--- src/rtl/parking_space_controller.sv ---
// Parking-lot sequencer: keeps the free-space bitmap, hands each entering car
// the lowest free space, times the entry gate and returns spaces on exit.
module parking_space_controller #(
  parameter int N_SPACES    = 8,
  parameter int GATE_CYCLES = 4
) (
  input  logic                clk,
  input  logic                reset_n,
  input  logic                entry_req,
  input  logic                exit_req,
  input  logic [2:0]          exit_space,
  output logic [N_SPACES-1:0] parking_capacity,
  output logic [2:0]          park_number,
  output logic                park_valid,
  output logic                entry_denied,
  output logic                gate_open,
  output logic                full,
  output logic [3:0]          free_count,
  output logic                exit_error
);

  typedef enum logic {IDLE, GATE} state_t;

  localparam logic [3:0] GATE_LOAD = 4'(GATE_CYCLES - 1);

  state_t              state_q, state_d;
  logic [3:0]          gate_cnt_q, gate_cnt_d;
  logic [N_SPACES-1:0] map_q, map_d;
  logic [2:0]          park_number_q, park_number_d;
  logic                park_valid_q, park_valid_d;
  logic                entry_denied_q, entry_denied_d;
  logic                gate_open_q, gate_open_d;
  logic [3:0]          free_count_q, free_count_d;
  logic                exit_error_q, exit_error_d;

  logic [2:0] low_idx;
  logic       alloc;
  logic       exit_ok;

  // Scan from the top down so the last hit is the lowest free index.
  always_comb begin
    low_idx = '0;
    for (int i = N_SPACES - 1; i >= 0; i--) begin
      if (map_q[i]) low_idx = 3'(i);
    end
  end

  always_comb begin
    state_d        = state_q;
    gate_cnt_d     = gate_cnt_q;
    map_d          = map_q;
    park_number_d  = park_number_q;
    park_valid_d   = 1'b0;
    entry_denied_d = 1'b0;
    gate_open_d    = gate_open_q;
    exit_error_d   = 1'b0;

    // Selection and the full check both look at the pre-exit map.
    alloc   = (state_q == IDLE) && entry_req && (map_q != '0);
    exit_ok = exit_req && !map_q[exit_space];

    case (state_q)
      IDLE: begin
        if (alloc) begin
          park_number_d = low_idx;
          park_valid_d  = 1'b1;
          gate_open_d   = 1'b1;
          gate_cnt_d    = GATE_LOAD;
          state_d       = GATE;
        end else if (entry_req) begin
          entry_denied_d = 1'b1;
        end
      end
      GATE: begin
        if (gate_cnt_q == 4'd0) begin
          gate_open_d = 1'b0;
          state_d     = IDLE;
        end else begin
          gate_cnt_d = gate_cnt_q - 4'd1;
        end
      end
      default: state_d = IDLE;
    endcase

    if (alloc) map_d[low_idx] = 1'b0;
    if (exit_ok) map_d[exit_space] = 1'b1;
    if (exit_req && !exit_ok) exit_error_d = 1'b1;

    free_count_d = free_count_q + {3'b000, exit_ok} - {3'b000, alloc};
  end

  always_ff @(posedge clk) begin
    if (!reset_n) begin
      state_q        <= IDLE;
      gate_cnt_q     <= '0;
      map_q          <= '1;
      park_number_q  <= '0;
      park_valid_q   <= 1'b0;
      entry_denied_q <= 1'b0;
      gate_open_q    <= 1'b0;
      free_count_q   <= 4'(N_SPACES);
      exit_error_q   <= 1'b0;
    end else begin
      state_q        <= state_d;
      gate_cnt_q     <= gate_cnt_d;
      map_q          <= map_d;
      park_number_q  <= park_number_d;
      park_valid_q   <= park_valid_d;
      entry_denied_q <= entry_denied_d;
      gate_open_q    <= gate_open_d;
      free_count_q   <= free_count_d;
      exit_error_q   <= exit_error_d;
    end
  end

  assign parking_capacity = map_q;
  assign park_number      = park_number_q;
  assign park_valid       = park_valid_q;
  assign entry_denied     = entry_denied_q;
  assign gate_open        = gate_open_q;
  assign full             = (map_q == '0);
  assign free_count       = free_count_q;
  assign exit_error       = exit_error_q;

endmodule

--- config.mk ---
export PLATFORM = sky130hd
export DESIGN_NAME = parking_space_controller
export DESIGN_NICKNAME = d
export VERILOG_FILES = /design/src/rtl/parking_space_controller.sv
export SDC_FILE = /design/constraint.sdc
export NUM_CORES = 1
export LEC_CHECK = 0
export CORE_ASPECT_RATIO = 1.4
export CORE_MARGIN = 4
export CORE_UTILIZATION = 45
export CTS_CLUSTER_DIAMETER = 200
export CTS_CLUSTER_SIZE = 16
export DETAILED_ROUTE_END_ITERATION = 12
export PLACE_DENSITY = 0.75
export SKIP_CTS_REPAIR_TIMING = 1
export SLEW_MARGIN = 20
export SYNTH_ARGS = -nofsm -noshare
export SYNTH_HDL_FRONTEND = slang
export SYNTH_SLANG_ARGS = --single-unit
--- constraint.sdc ---
create_clock -name clk -period 3 [get_ports clk]
set_input_delay 0.6 -clock clk [delete_from_list [all_inputs] [get_ports clk]]
set_output_delay 0.6 -clock clk [all_outputs]
set_load 0.05 [all_outputs]
==> flow_summary.ini, run 1 <==
[power_and_ir_drop]
power_frac_comb_pct = 37.0
power.ir.vdd_worst_mv = 0.3297
power_per_cell_area_nw_per_um2 = 513.6
internal_power_mw = 0.5592
switchingPower_mw = 0.3032
p_sw_share_pct = 35.16
total_leakage_power_nw = 0.6902
share_clk_of_total_power_pct = 19.3
seqPwrFrac_pct = 43.7

[hold_path]
hold_class = flip-flop to flip-flop

[synth]
syn_inst = 142
yosys_reg_bits = 24
synthFlopType = sky130_fd_sc_hd__dfxtp_1
synth_enable_flop_cells = 0
synth_top_area_share_pct = 38.25
synth_mux_area_share_pct = 4.681
yosys.area.top_type = sky130_fd_sc_hd__dfxtp_1
postSynthAreaPerCell_sq_um = 8.847
synth.lib_cells_used.distinct = 47
synth_async_sr_flop_share_pct = 0
total_nets_after_synthesis = 156
yosysSeqAreaShare_pct = 38.25
largest_family_of_logic_cells_by_synthesized_area = simple AND/OR/NAND/NOR gates
mappedNetlistArea_sq_um = 1256
yosys-top-cells-area = sky130_fd_sc_hd__dfxtp_1 38%, sky130_fd_sc_hd__ha_1 6.0%, sky130_fd_sc_hd__nand3_1 4.4%, sky130_fd_sc_hd__inv_1 3.6%, sky130_fd_sc_hd__a21oi_1 2.8%
synth-adder-area-share_pct = 7.570
yosys.area_share.xor_xnor_pct = 2.092
yosysWarningCount = 0
post_synth_and_or_nand_nor_area_fraction_pct = 22.41
synth_compound_area_share_pct = 19.32

[placement]
place_hpwl_mm = 2.369
port_buffers = 26
gp_congestion = 0.8111

[drt]
first_iter_violations = 40
post_drt_via_cell_ratio = 5.530
route.detailed.wl_per_inst_um = 14.33
wirelength_mm = 3.110
first_pass_iters = 4
drcViolationCount = 0
via_count = 1200
postRouteAntennaNets = 0

[timing]
max_clock_freq_ghz = 0.3471
finalHoldWorstSlack_ps = 471.3
slew_violations = 0
timing_worst_slew_pin_value_ps = 512.5
grt_setup_unrepaired = no
fin_skew_ps = 3.103
fin_crit_share_pct = 96.03
worst_slew_margin_rel_pct = 65.73
final.setup.tns_ps = 0
report.final.hold_viol_count = 0
final.min_clock_period_ps = 2881
finalSetupViolCount = 0

[clocking]
cts_buffers = 3
clock_tree.buffer_depth = 2
numClockSinks = 24
cts_htree_levels = 1
clock_pin_transition_on_the_worst_setup_and_hold_timing_paths_ps = 130
cts_root_buf = sky130_fd_sc_hd__clkbuf_4
clock_tree_from_tritoncts = built
clk_latency_ps = 310

[global_route]
grt.overflow.total = 0
grt_first_pass_wirelength_mm = 5.485
track_usage_pct = 18.77
antenna_found_initial = 0
first_global_vias = 1262
largest_net_degree_at_the_start_of_global_routing = 16

[floorplanning]
boundaryPins = 27
rows = 22
die_height_um = 70.52
core-area_sq_um = 2643
floorplan.initialDensity_pct = 47.54
floorplan.die.width_um = 52.66
die_area_sq_um = 3713

[layout]
antennaDiodeCount = 0
mostFrequentLayoutCell = sky130_fd_sc_hd__clkdlybuf4s50_1
area_growth_from_synthesis_to_layout_pct = 33.67
utilization_pct = 63.54
final_layout_size_suffix_gt1_share_pct = 14.92
most-common-layout-cells = 25 x sky130_fd_sc_hd__clkdlybuf4s50_1, 24 x sky130_fd_sc_hd__dfxtp_1, 14 x sky130_fd_sc_hd__buf_4
design.final.nets = 196

[critical_path]
path_class = flip-flop to output pin
timing.critical_path.to_type = output pin
cp_data_required_time_ps = 2400
critical_path_peak_fanout = 7
crit_path_start_kind = flip-flop
critical_path_arrival_ps = 2280

[job]
maximum_capacitance_violations = 0

[status]
status = finished, final reports clean
==> area by class of cell <==
cell class,instances,area [sq um]
fill,246,963.4
multi-input combinational,101,704.4
sequential,24,480.5
timing repair buffer,40,367.9
inverter,12,45.04
tap,36,45.04
clock buffer,4,36.28
==> power by group through the flow <==
| stage | clock network (mW) | registers (mW) | logic [mW] |
|---|---|---|---|
| 2_1_floorplan | 0 | 0.465 | 0.137 |
| 6_report | 0.167 | 0.377 | 0.319 |
| 3_5_place_dp | 0 | 0.385 | 0.320 |
| 3_3_place_gp | 0 | 0.383 | 0.310 |
| 5_1_grt | 0.187 | 0.384 | 0.352 |
| 4_1_cts | 0.174 | 0.378 | 0.321 |
==> through the flow <==
| step | setup slack [ps] | instances | total power [mW] | cell area, sq um |
|---|---|---|---|---|
| global route | 38.27 | 217 | 0.9233 | 1679 |
| CTS | 42.80 | 217 | 0.8728 | 1677 |
| finish | 119.0 | 217 | 0.8624 | 1679 |
| floorplan | 7.635 | 142 | 0.6017 | 1256 |
| global placement | -224.6 | 213 | 0.6933 | 1640 |
| detailed placement | -304.6 | 213 | 0.7044 | 1640 |
==> cells by family after synthesis <==
family	count (synthesis)
flip-flops	24
AND/OR/NAND/NOR	53
buffers and inverters	17
multiplexers	5
AO/OA/AOI/OAI	33
XOR/XNOR	3
adder cells (fa/ha/maj)	7
==> Yosys cell counts (2+ instances only) <==
library cell,count
sky130_fd_sc_hd__dfxtp_1,24
sky130_fd_sc_hd__inv_1,12
sky130_fd_sc_hd__nand3_1,11
sky130_fd_sc_hd__nand2_1,9
sky130_fd_sc_hd__nor2_1,9
sky130_fd_sc_hd__a21oi_1,7
sky130_fd_sc_hd__ha_1,6
sky130_fd_sc_hd__and2_1,4
sky130_fd_sc_hd__clkbuf_1,4
sky130_fd_sc_hd__nor4_1,4
sky130_fd_sc_hd__o21ai_0,4
sky130_fd_sc_hd__nand2b_1,3
sky130_fd_sc_hd__nor2b_1,3
sky130_fd_sc_hd__nor3_1,3
sky130_fd_sc_hd__o211ai_1,3
sky130_fd_sc_hd__a21boi_0,2
sky130_fd_sc_hd__a31oi_1,2
sky130_fd_sc_hd__mux2_2,2
sky130_fd_sc_hd__xnor2_1,2
==> state kept, by name, summed over array words and instances (netlist names) <==
name / count
park_number: 3
entry_denied: 1
state_q: 1
park_valid: 1
gate_cnt_q: 4
parking_capacity: 8
free_count: 4
exit_error: 1
gate_open: 1
==> metal layers <==
metal / part of all wire, % / global-route usage, % / vias up
met2: 52 / 32.46 / 39
met1: 43 / 22.52 / 564
met5: 0 / 0 / -
met4: 2.0 / 7.670 / 0
met3: 3.7 / 2.559 / 6
li1: - / - / 591
==> worst max-delay path: stages, from the launching register on <==
cell and delay, ps:
sky130_fd_sc_hd__dfxtp_1 410, sky130_fd_sc_hd__or4_1 640, sky130_fd_sc_hd__nor2_1 120, sky130_fd_sc_hd__clkdlybuf4s50_1 810
==> final timing paths <==
check | from | to | slack, ps | depth (start not counted)
setup reg to reg | parking_capacity[7] | free_count[1] | 330 | 8
hold / removal | park_number[1] | park_number[1] | 470 | 2
setup / recovery | parking_capacity[7] | full | 120 | 3
hold reg to reg | park_number[1] | park_number[1] | 470 | 2
(Power assumes the default switching activity.)
==> run 2, diff against run 1 <==
--- a/config.mk
+++ b/config.mk
@@ -7,11 +7,12 @@
 export LEC_CHECK = 0
 export CORE_ASPECT_RATIO = 1.4
 export CORE_MARGIN = 4
-export CORE_UTILIZATION = 45
+export CORE_UTILIZATION = 47
+export CTS_BUF_LIST = sky130_fd_sc_hd__clkbuf_4 sky130_fd_sc_hd__clkbuf_8
 export CTS_CLUSTER_DIAMETER = 200
 export CTS_CLUSTER_SIZE = 16
 export DETAILED_ROUTE_END_ITERATION = 12
-export PLACE_DENSITY = 0.75
+export PLACE_DENSITY = 0.78
 export SKIP_CTS_REPAIR_TIMING = 1
 export SLEW_MARGIN = 20
 export SYNTH_ARGS = -nofsm -noshare
==> flow_summary.ini, run 2 (synthesis results as in run 1) <==
[layout]
most-common-layout-cells = 25 x sky130_fd_sc_hd__clkdlybuf4s50_1, 24 x sky130_fd_sc_hd__dfxtp_1, 13 x sky130_fd_sc_hd__buf_4
multiInputGateArea_sq_um = 704.4
fill_cells = 218
mostFrequentLayoutCell = sky130_fd_sc_hd__clkdlybuf4s50_1
seqCellArea_sq_um = 480.5
antennaDiodeCount = 0
largest_reg_flops = 8
area_growth_from_synthesis_to_layout_pct = 34.16
design.final.nets = 195
final_layout_size_suffix_gt1_share_pct = 14.44

[global_route]
grt.overflow.total = 0
antenna_found_initial = 0
largest_net_degree_at_the_start_of_global_routing = 16
grt_first_pass_wirelength_mm = 5.216
track_usage_pct = 18.23
first_global_vias = 1199

[hold_path]
min_path_cells = 2
hold_path_startpoint = park_number[1]
hold_path_end = park_number[1]
hold_class = flip-flop to flip-flop

[power_and_ir_drop]
power.ir.vdd_worst_mv = 0.4081
power_per_cell_area_nw_per_um2 = 555.0
power_mw = 0.9354
total_leakage_power_nw = 0.6934

[critical_path]
crit_path_start_kind = flip-flop
timing.critical_path.to_type = output pin
reg_to_reg_critical_path_endpoint = free_count[2]
setup_slack_on_the_worst_flop_to_flop_path_ps = 340
critical_path_arrival_ps = 2310
cp_data_required_time_ps = 2400
critical_path_peak_fanout = 7
path_class = flip-flop to output pin
reg2reg_depth = 9
regToRegStartpoint = parking_capacity[7]

[drt]
postRouteAntennaNets = 0
drcViolationCount = 0
first_iter_violations = 33
wirelength_mm = 3.071
first_pass_iters = 6
route.detailed.wl_per_inst_um = 14.35
via_count = 1211
post_drt_via_cell_ratio = 5.659

[timing]
finalSetupViolCount = 0
slew_violations = 0
fin_crit_share_pct = 96.87
worst_slew_margin_rel_pct = 65.72
setup_ws_ps = 93.96
grt_setup_unrepaired = no
report.final.hold_viol_count = 0
timing_worst_slew_pin_value_ps = 512.5
fin_skew_ps = 10.56
max_clock_freq_ghz = 0.3441
final.min_clock_period_ps = 2906

[clocking]
clk_latency_ps = 330
cts_root_buf = sky130_fd_sc_hd__clkbuf_4
clock_pin_transition_on_the_worst_setup_and_hold_timing_paths_ps = 140
cts_buffers = 3
clock_tree_from_tritoncts = built
numClockSinks = 24
cts_htree_levels = 1
clock_tree.buffer_depth = 2

[placement]
detailedPlace.worstSlack_ps = -310.7
port_buffers = 26
gp_congestion = 0.7971
place_hpwl_mm = 2.316

[floorplanning]
boundaryPins = 27
core-area_sq_um = 2470
rows = 21
die_height_um = 69.17
floorplan.initialDensity_pct = 50.86
floorplan.die.width_um = 51.70
die_area_sq_um = 3576

[status]
status = finished, final reports clean

[job]
maximum_capacitance_violations = 0
[run 2: cell count changes in the layout (fill, tap and decap cells not counted)]
cell                        change
sky130_fd_sc_hd__buf_4          -1
sky130_fd_sc_hd__bufinv_16      +1
sky130_fd_sc_hd__clkbuf_8       -1
[run 2: power by group]
group	switching [mW]	internal [mW]	total, mW	leakage (nW)
Sequential	0.0274	0.352	0.379	0.197
Combinational	0.187	0.132	0.319	0.468
Clock	0.101	0.135	0.237	0.0279
Total	0.316	0.620	0.935	0.693
[run 2: metal layers]
metal	track usage [%]	part of all wire [%]
met5	0	0
met4	6.706	2.0
met3	2.366	4.2
met2	33.00	53
met1	20.88	41
[run 2: metrics by stage]
stage	std cells	hold slack [ps]	cell area [sq um]	util [%]	setup TNS, ps
final	214	458.3	1685	68.24	0
after global routing	214	512.4	1685	68.24	0
after floorplan	142	463.5	1256	-	0
after global placement	209	446.1	1623	65.70	-755.7
after detailed placement	209	444.6	1623	65.70	-853.4
after CTS	213	461.5	1675	67.83	0
[run 2: worst max-delay path by stage]
stage / start / end / slack, ps / depth (start not counted)
2_1_floorplan: exit_space[0] / free_count[1] / 8 / 9
3_3_place_gp: exit_space[0] / free_count[2] / -270 / 10
3_5_place_dp: exit_space[0] / free_count[2] / -310 / 10
4_1_cts: exit_space[0] / free_count[2] / 50 / 10
5_1_grt: parking_capacity[7] / full / 20 / 3
6_report: parking_capacity[7] / full / 90 / 3
[run 2: critical path: stages (launching register included)]
cell                              delay, ps
sky130_fd_sc_hd__dfxtp_1                400
sky130_fd_sc_hd__or4_1                  660
sky130_fd_sc_hd__nor2_1                 130
sky130_fd_sc_hd__clkdlybuf4s50_1        810
[run 2: cell type report]
| class | instances | share of cell area [%] |
|---|---|---|
| repair buffers | 39 | 21.38 |
| flip-flops and latches | 24 | 28.51 |
| clock inverters | 1 | 1.782 |
| multi-input cells | 101 | 41.80 |
| clock buffers | 3 | 1.336 |
| well taps | 34 | 2.524 |
| inverters | 12 | 2.673 |
==> run 3, diff against run 2 <==
--- a/config.mk
+++ b/config.mk
@@ -10,9 +10,10 @@
 export CORE_UTILIZATION = 47
 export CTS_BUF_LIST = sky130_fd_sc_hd__clkbuf_4 sky130_fd_sc_hd__clkbuf_8
 export CTS_CLUSTER_DIAMETER = 200
-export CTS_CLUSTER_SIZE = 16
 export DETAILED_ROUTE_END_ITERATION = 12
 export PLACE_DENSITY = 0.78
+export RECOVER_POWER = 50
+export REMOVE_ABC_BUFFERS = 1
 export SKIP_CTS_REPAIR_TIMING = 1
 export SLEW_MARGIN = 20
 export SYNTH_ARGS = -nofsm -noshare
==> flow_summary.ini, run 3 (synthesis results as in run 1) <==
[timing]
report.final.hold_viol_count = 0
fin_crit_share_pct = 95.41
finalSetupViolCount = 0
setup_ws_ps = 137.7
final.min_clock_period_ps = 2862
timing_worst_slew_pin_value_ps = 509.7
max_clock_freq_ghz = 0.3494
grt_setup_unrepaired = no
slew_violations = 0
fin_skew_ps = 2.430
worst_slew_margin_rel_pct = 65.91

[placement]
gp_congestion = 0.8463
detailedPlace.worstSlack_ps = -349.0
dpl.cell_count = 213
dpl_cell_area_sq_um = 1653
place_hpwl_mm = 2.361
port_buffers = 26

[global_route]
track_usage_pct = 18.49
antenna_found_initial = 0
grt_first_pass_wirelength_mm = 5.250
first_global_vias = 1238
grt.overflow.total = 0
largest_net_degree_at_the_start_of_global_routing = 16

[hold_path]
min_path_cells = 2
hold_class = flip-flop to flip-flop

[floorplanning]
core-area_sq_um = 2470
boundaryPins = 27
die_height_um = 69.17
die_area_sq_um = 3576
rows = 21
floorplan.die.width_um = 51.70
floorplan.initialDensity_pct = 50.86

[clocking]
cts_buffers = 3
numClockSinks = 24
clock_tree.buffer_depth = 2
clock_tree_from_tritoncts = built
cts_htree_levels = 1
cts_root_buf = sky130_fd_sc_hd__clkbuf_4
clock_pin_transition_on_the_worst_setup_and_hold_timing_paths_ps = 120
clk_latency_ps = 300

[power_and_ir_drop]
total_leakage_power_nw = 0.6926
p_sw_share_pct = 36.48
switchingPower_mw = 0.3040
seqPwrFrac_pct = 45.3
power_per_cell_area_nw_per_um2 = 499.0
power.ir.vdd_worst_mv = 0.4715
power_frac_comb_pct = 38.4
internal_power_mw = 0.5295
share_clk_of_total_power_pct = 16.3

[layout]
design.final.nets = 199
utilization_pct = 67.63
most-common-layout-cells = 24 x sky130_fd_sc_hd__dfxtp_1, 20 x sky130_fd_sc_hd__clkdlybuf4s50_1, 13 x sky130_fd_sc_hd__buf_4
design_area_sq_um = 1670
antennaDiodeCount = 0
final_layout_size_suffix_gt1_share_pct = 13.66
largest_reg_flops = 8
mostFrequentLayoutCell = sky130_fd_sc_hd__dfxtp_1
finalNonFillerCells = 217
area_growth_from_synthesis_to_layout_pct = 32.97
fill_cells = 237

[critical_path]
critical_path_peak_fanout = 7
timing.critical_path.to_type = output pin
critical_path_arrival_ps = 2260
crit_path_start_kind = flip-flop
path_class = flip-flop to output pin
cp_data_required_time_ps = 2400
reg2reg_depth = 8

[drt]
postRouteAntennaNets = 0
drcViolationCount = 0
first_iter_violations = 51
wirelength_mm = 3.049
route.detailed.wl_per_inst_um = 14.05
via_count = 1218
first_pass_iters = 4
post_drt_via_cell_ratio = 5.613

[status]
status = finished, final reports clean

[job]
maximum_capacitance_violations = 0
[run 3: changes by cell type in the layout (fill, tap and decap cells not counted)]
cell | before | now
sky130_fd_sc_hd__clkdlybuf4s50_1 | 25 | 20
sky130_fd_sc_hd__and2_0 | 0 | 2
sky130_fd_sc_hd__bufinv_16 | 1 | 0
sky130_fd_sc_hd__and2_1 | 4 | 2
sky130_fd_sc_hd__dlygate4sd3_1 | 0 | 5
sky130_fd_sc_hd__clkbuf_1 | 0 | 4
[run 3: stage by stage]
| stage | setup TNS, ps | hold slack, ps | power, mW |
|---|---|---|---|
| 3_5_place_dp | -1031 | 447.1 | 0.7097 |
| 2_1_floorplan | 0 | 463.5 | 0.5970 |
| 4_1_cts | -3.141 | 462.2 | 0.8431 |
| 3_3_place_gp | -615.9 | 439.6 | 0.6945 |
| 5_1_grt | 0 | 503.7 | 0.8871 |
| 6_report | 0 | 466.3 | 0.8335 |
[run 3: layout make-up]
| type | instances | area, sq um | area share (%) |
|---|---|---|---|
| Multi-Input combinational cell | 101 | 704.4 | 42.17 |
| Clock buffer | 3 | 22.52 | 1.348 |
| Inverter | 12 | 45.04 | 2.697 |
| Tap cell | 34 | 42.54 | 2.547 |
| Timing Repair Buffer | 43 | 375.4 | 22.47 |
| Sequential cell | 24 | 480.5 | 28.76 |
[run 3: power by group through the flow]
stage | clock network (mW) | logic (mW) | registers, mW
floorplan | 0 | 0.132 | 0.465
global placement | 0 | 0.311 | 0.383
detailed placement | 0 | 0.326 | 0.384
CTS | 0.140 | 0.326 | 0.377
global route | 0.151 | 0.355 | 0.382
finish | 0.136 | 0.320 | 0.377
[run 3: path summary, 6_finish.rpt]
check | start | to | slack [ps]
max reg2reg | parking_capacity[6] | free_count[1] | 370
min | park_number[1] | park_number[1] | 470
min reg2reg | park_number[1] | park_number[1] | 470
max | parking_capacity[6] | full | 140
[run 3: worst max-delay path, stage by stage (launching register included)]
cell and delay (ps):
sky130_fd_sc_hd__dfxtp_1 410, sky130_fd_sc_hd__or4_1 620, sky130_fd_sc_hd__nor2_1 130, sky130_fd_sc_hd__clkdlybuf4s50_1 810
[run 3: metal layers]
metal / global-route usage (%) / up-vias / wire, um
met5: 0 / - / 0
met4: 9.038 / 0 / 53
met3: 1.935 / 6 / 136
met2: 31.16 / 47 / 1559
met1: 22.65 / 572 / 1299
li1: - / 593 / -
==> RTL change, RTL diff (flow settings as in run 3) <==
The parameter `N_SPACES` goes from 8 to 4.
--- a/src/rtl/parking_space_controller.sv
+++ b/src/rtl/parking_space_controller.sv
@@ -1,7 +1,7 @@
 // Parking-lot sequencer: keeps the free-space bitmap, hands each entering car
 // the lowest free space, times the entry gate and returns spaces on exit.
 module parking_space_controller #(
-  parameter int N_SPACES    = 8,
+  parameter int N_SPACES    = 4,
   parameter int GATE_CYCLES = 4
 ) (
   input  logic                clk,
Interface: changed (resized parking_capacity); port bits go from 27 to 23. No check against the original RTL was run, so the function may have changed too.
==> RTL change against run 3 <==
  * Area after synthesis shrank 26%
  * Clock skew increased by 0.0056 ns
  * Routed wire length down 36%
  * Sequential power shrank 18%
  * First-iteration DRC count down 71%
  * Core utilization shrank 3.0 points
  * Final area decreased by 29%
  * Setup slack better by 0.020 ns
  * Power shrank 15%
  * Sequential share of layout area grew 3.5 points
  * Fmax increased by 0.70%
  * Sequential cell count shrank 5
  * Via count is 37% lower
  * Critical path type is now input pin to flip-flop
==> RTL change: results (changes against run 3) <==
- Status: finished clean
- First-pass GRT wire length: 3120 um (-41%)
- CP Max Fanout: 3 (-4)
- Dpl cell area: 1160 um^2 (-30%)
- Initial DRC count: 15 (-71%)
- Critical R2R Capture: free_count[2]$_SDFF_PN1_
- HPWL Detailed: 1510 um (-36%)
- Nets: 133 (-33%)
- Comb power frac: 0.385 (about the same)
- Vias per cell: 5.54 (-1.2%)
- Wire length on met3: 77 um (-43%)
- Peak Freq: 352 MHz (+0.70%)
- Routability cong.: 0.734 (-13%)
- Seq pwr share: 0.433 (-0.020)
- Worst Path Arrival: 3.01 ns (+0.75 ns)
- Largest net degree at the start of global routing: 17 (+1)
- I/O Buffers: 21 (-19%)
- M1 GR Usage: 0.182 (-0.0442)
- Cells on worst reg2reg path: 8 (unchanged)
- Max_slew headroom: 0.660 (about the same)
- FILL cells: 164 (-31%)
- Total global-route track usage: 0.152 (-0.0327)
- Detailed Route WL: 1950 um (-36%)
- Worst setup startpoint: exit_space[1]
- Worst R2R Setup Slack: 0.59 ns (+0.22 ns)
- Synth async-reset ratio: 0 (unchanged)
- Metal-1 WL: 813 um (-37%)
- Post-synthesis cell type count: 35 (-26%)
- Leak pwr: 0.480 nW (-31%)
- Vias in the first global route: 724 (-42%)
- Worst Min Path Start: park_number[1]$_SDFFE_PN0P_
- Pre-CTS setup slack: -0.152 ns (+0.197 ns)
- Hold slack: 0.497 ns (+0.0307 ns)
- Met3 Use GR: 0.0267 (+0.00735)
- Worst hold path depth: 2 (unchanged)
- Initial antenna violation count: 0 (unchanged)
- Worst Path Class, Setup: input pin to flip-flop
- Worst R2R Start: parking_capacity[2]$_SDFF_PN1_
- Register area share after synthesis: 0.407 (+0.0245)
- Routed length on met2: 1000 um (-36%)
- Avg Synthesized Cell Area: 9.94 um^2 (+12%)
- Complex-gate fraction of the synthesized area: 0.150 (-0.0433)
- Top post-synthesis cells by count: dfxtp_1, inv_1, nand2_1
- CTS root buffer: clkbuf_4
- Area occupied by multi-input gates: 495 um^2 (-30%)
- Adder-Cell Fraction of Synth Area: 0.102 (+0.0260)
- Clock skew: 0.00803 ns (+0.00560 ns)
- Area contributors post-synth: dfxtp_1, ha_1, inv_1
- Max rail drop VDD: 0.287 mV (-39%)
- Wirelength per Cell: 14.2 um (+0.77%)
- Clk Latency, worst-skew pair: 0.30 ns (about the same)
- Layout cells sized above 1: 0.0847 (-0.0519)
- Max Buffers Root-to-Sink: 2 (unchanged)
- Switch Pwr: 0.270 mW (-11%)
- Xor/xnor cell area share of the yosys netlist: 0.0187 (-0.00217)
- Pwr dens: 603 nW/um^2 (+21%)
- Met2 Track Usage GR: 0.248 (-0.0641)
- Antenna Cells: 0 (unchanged)
- Mux share of post-synthesis cell area: 0.0388 (-0.00799)
- Top Metal Used: met4
## RTL change: changes by cell type in the layout (fill, tap and decap cells not counted), moves of 3 or more
| cell | change |
|---|---|
| a21oi_1 | -3 |
| buf_4 | -12 |
| clkbuf_1 | -4 |
| clkdlybuf4s50_1 | -4 |
| dfxtp_1 | -5 |
| inv_1 | -3 |
| nand3_1 | -9 |
| nor2_1 | -5 |
| nor3b_1 | +3 |
| nor4_1 | -4 |
| o211ai_1 | -3 |
| o311ai_0 | +3 |
## RTL change: critical path: stages
cell	delay (ns)
clkdlybuf4s50_1	0.52
mux4_1	0.59
nand2b_1	0.18
ha_1	0.28
inv_1	0.04
ha_1	0.19
fa_1	0.39
xnor2_1	0.16
nand2_1	0.07
## RTL change: area by class of cell
class                      count  area share
clock buffer                   3      0.0191
multi-input combinational     64       0.420
clock inverter                 1     0.00424
inverter                       9      0.0286
sequential                    19       0.322
timing repair buffer          22       0.185
tap                           20      0.0212
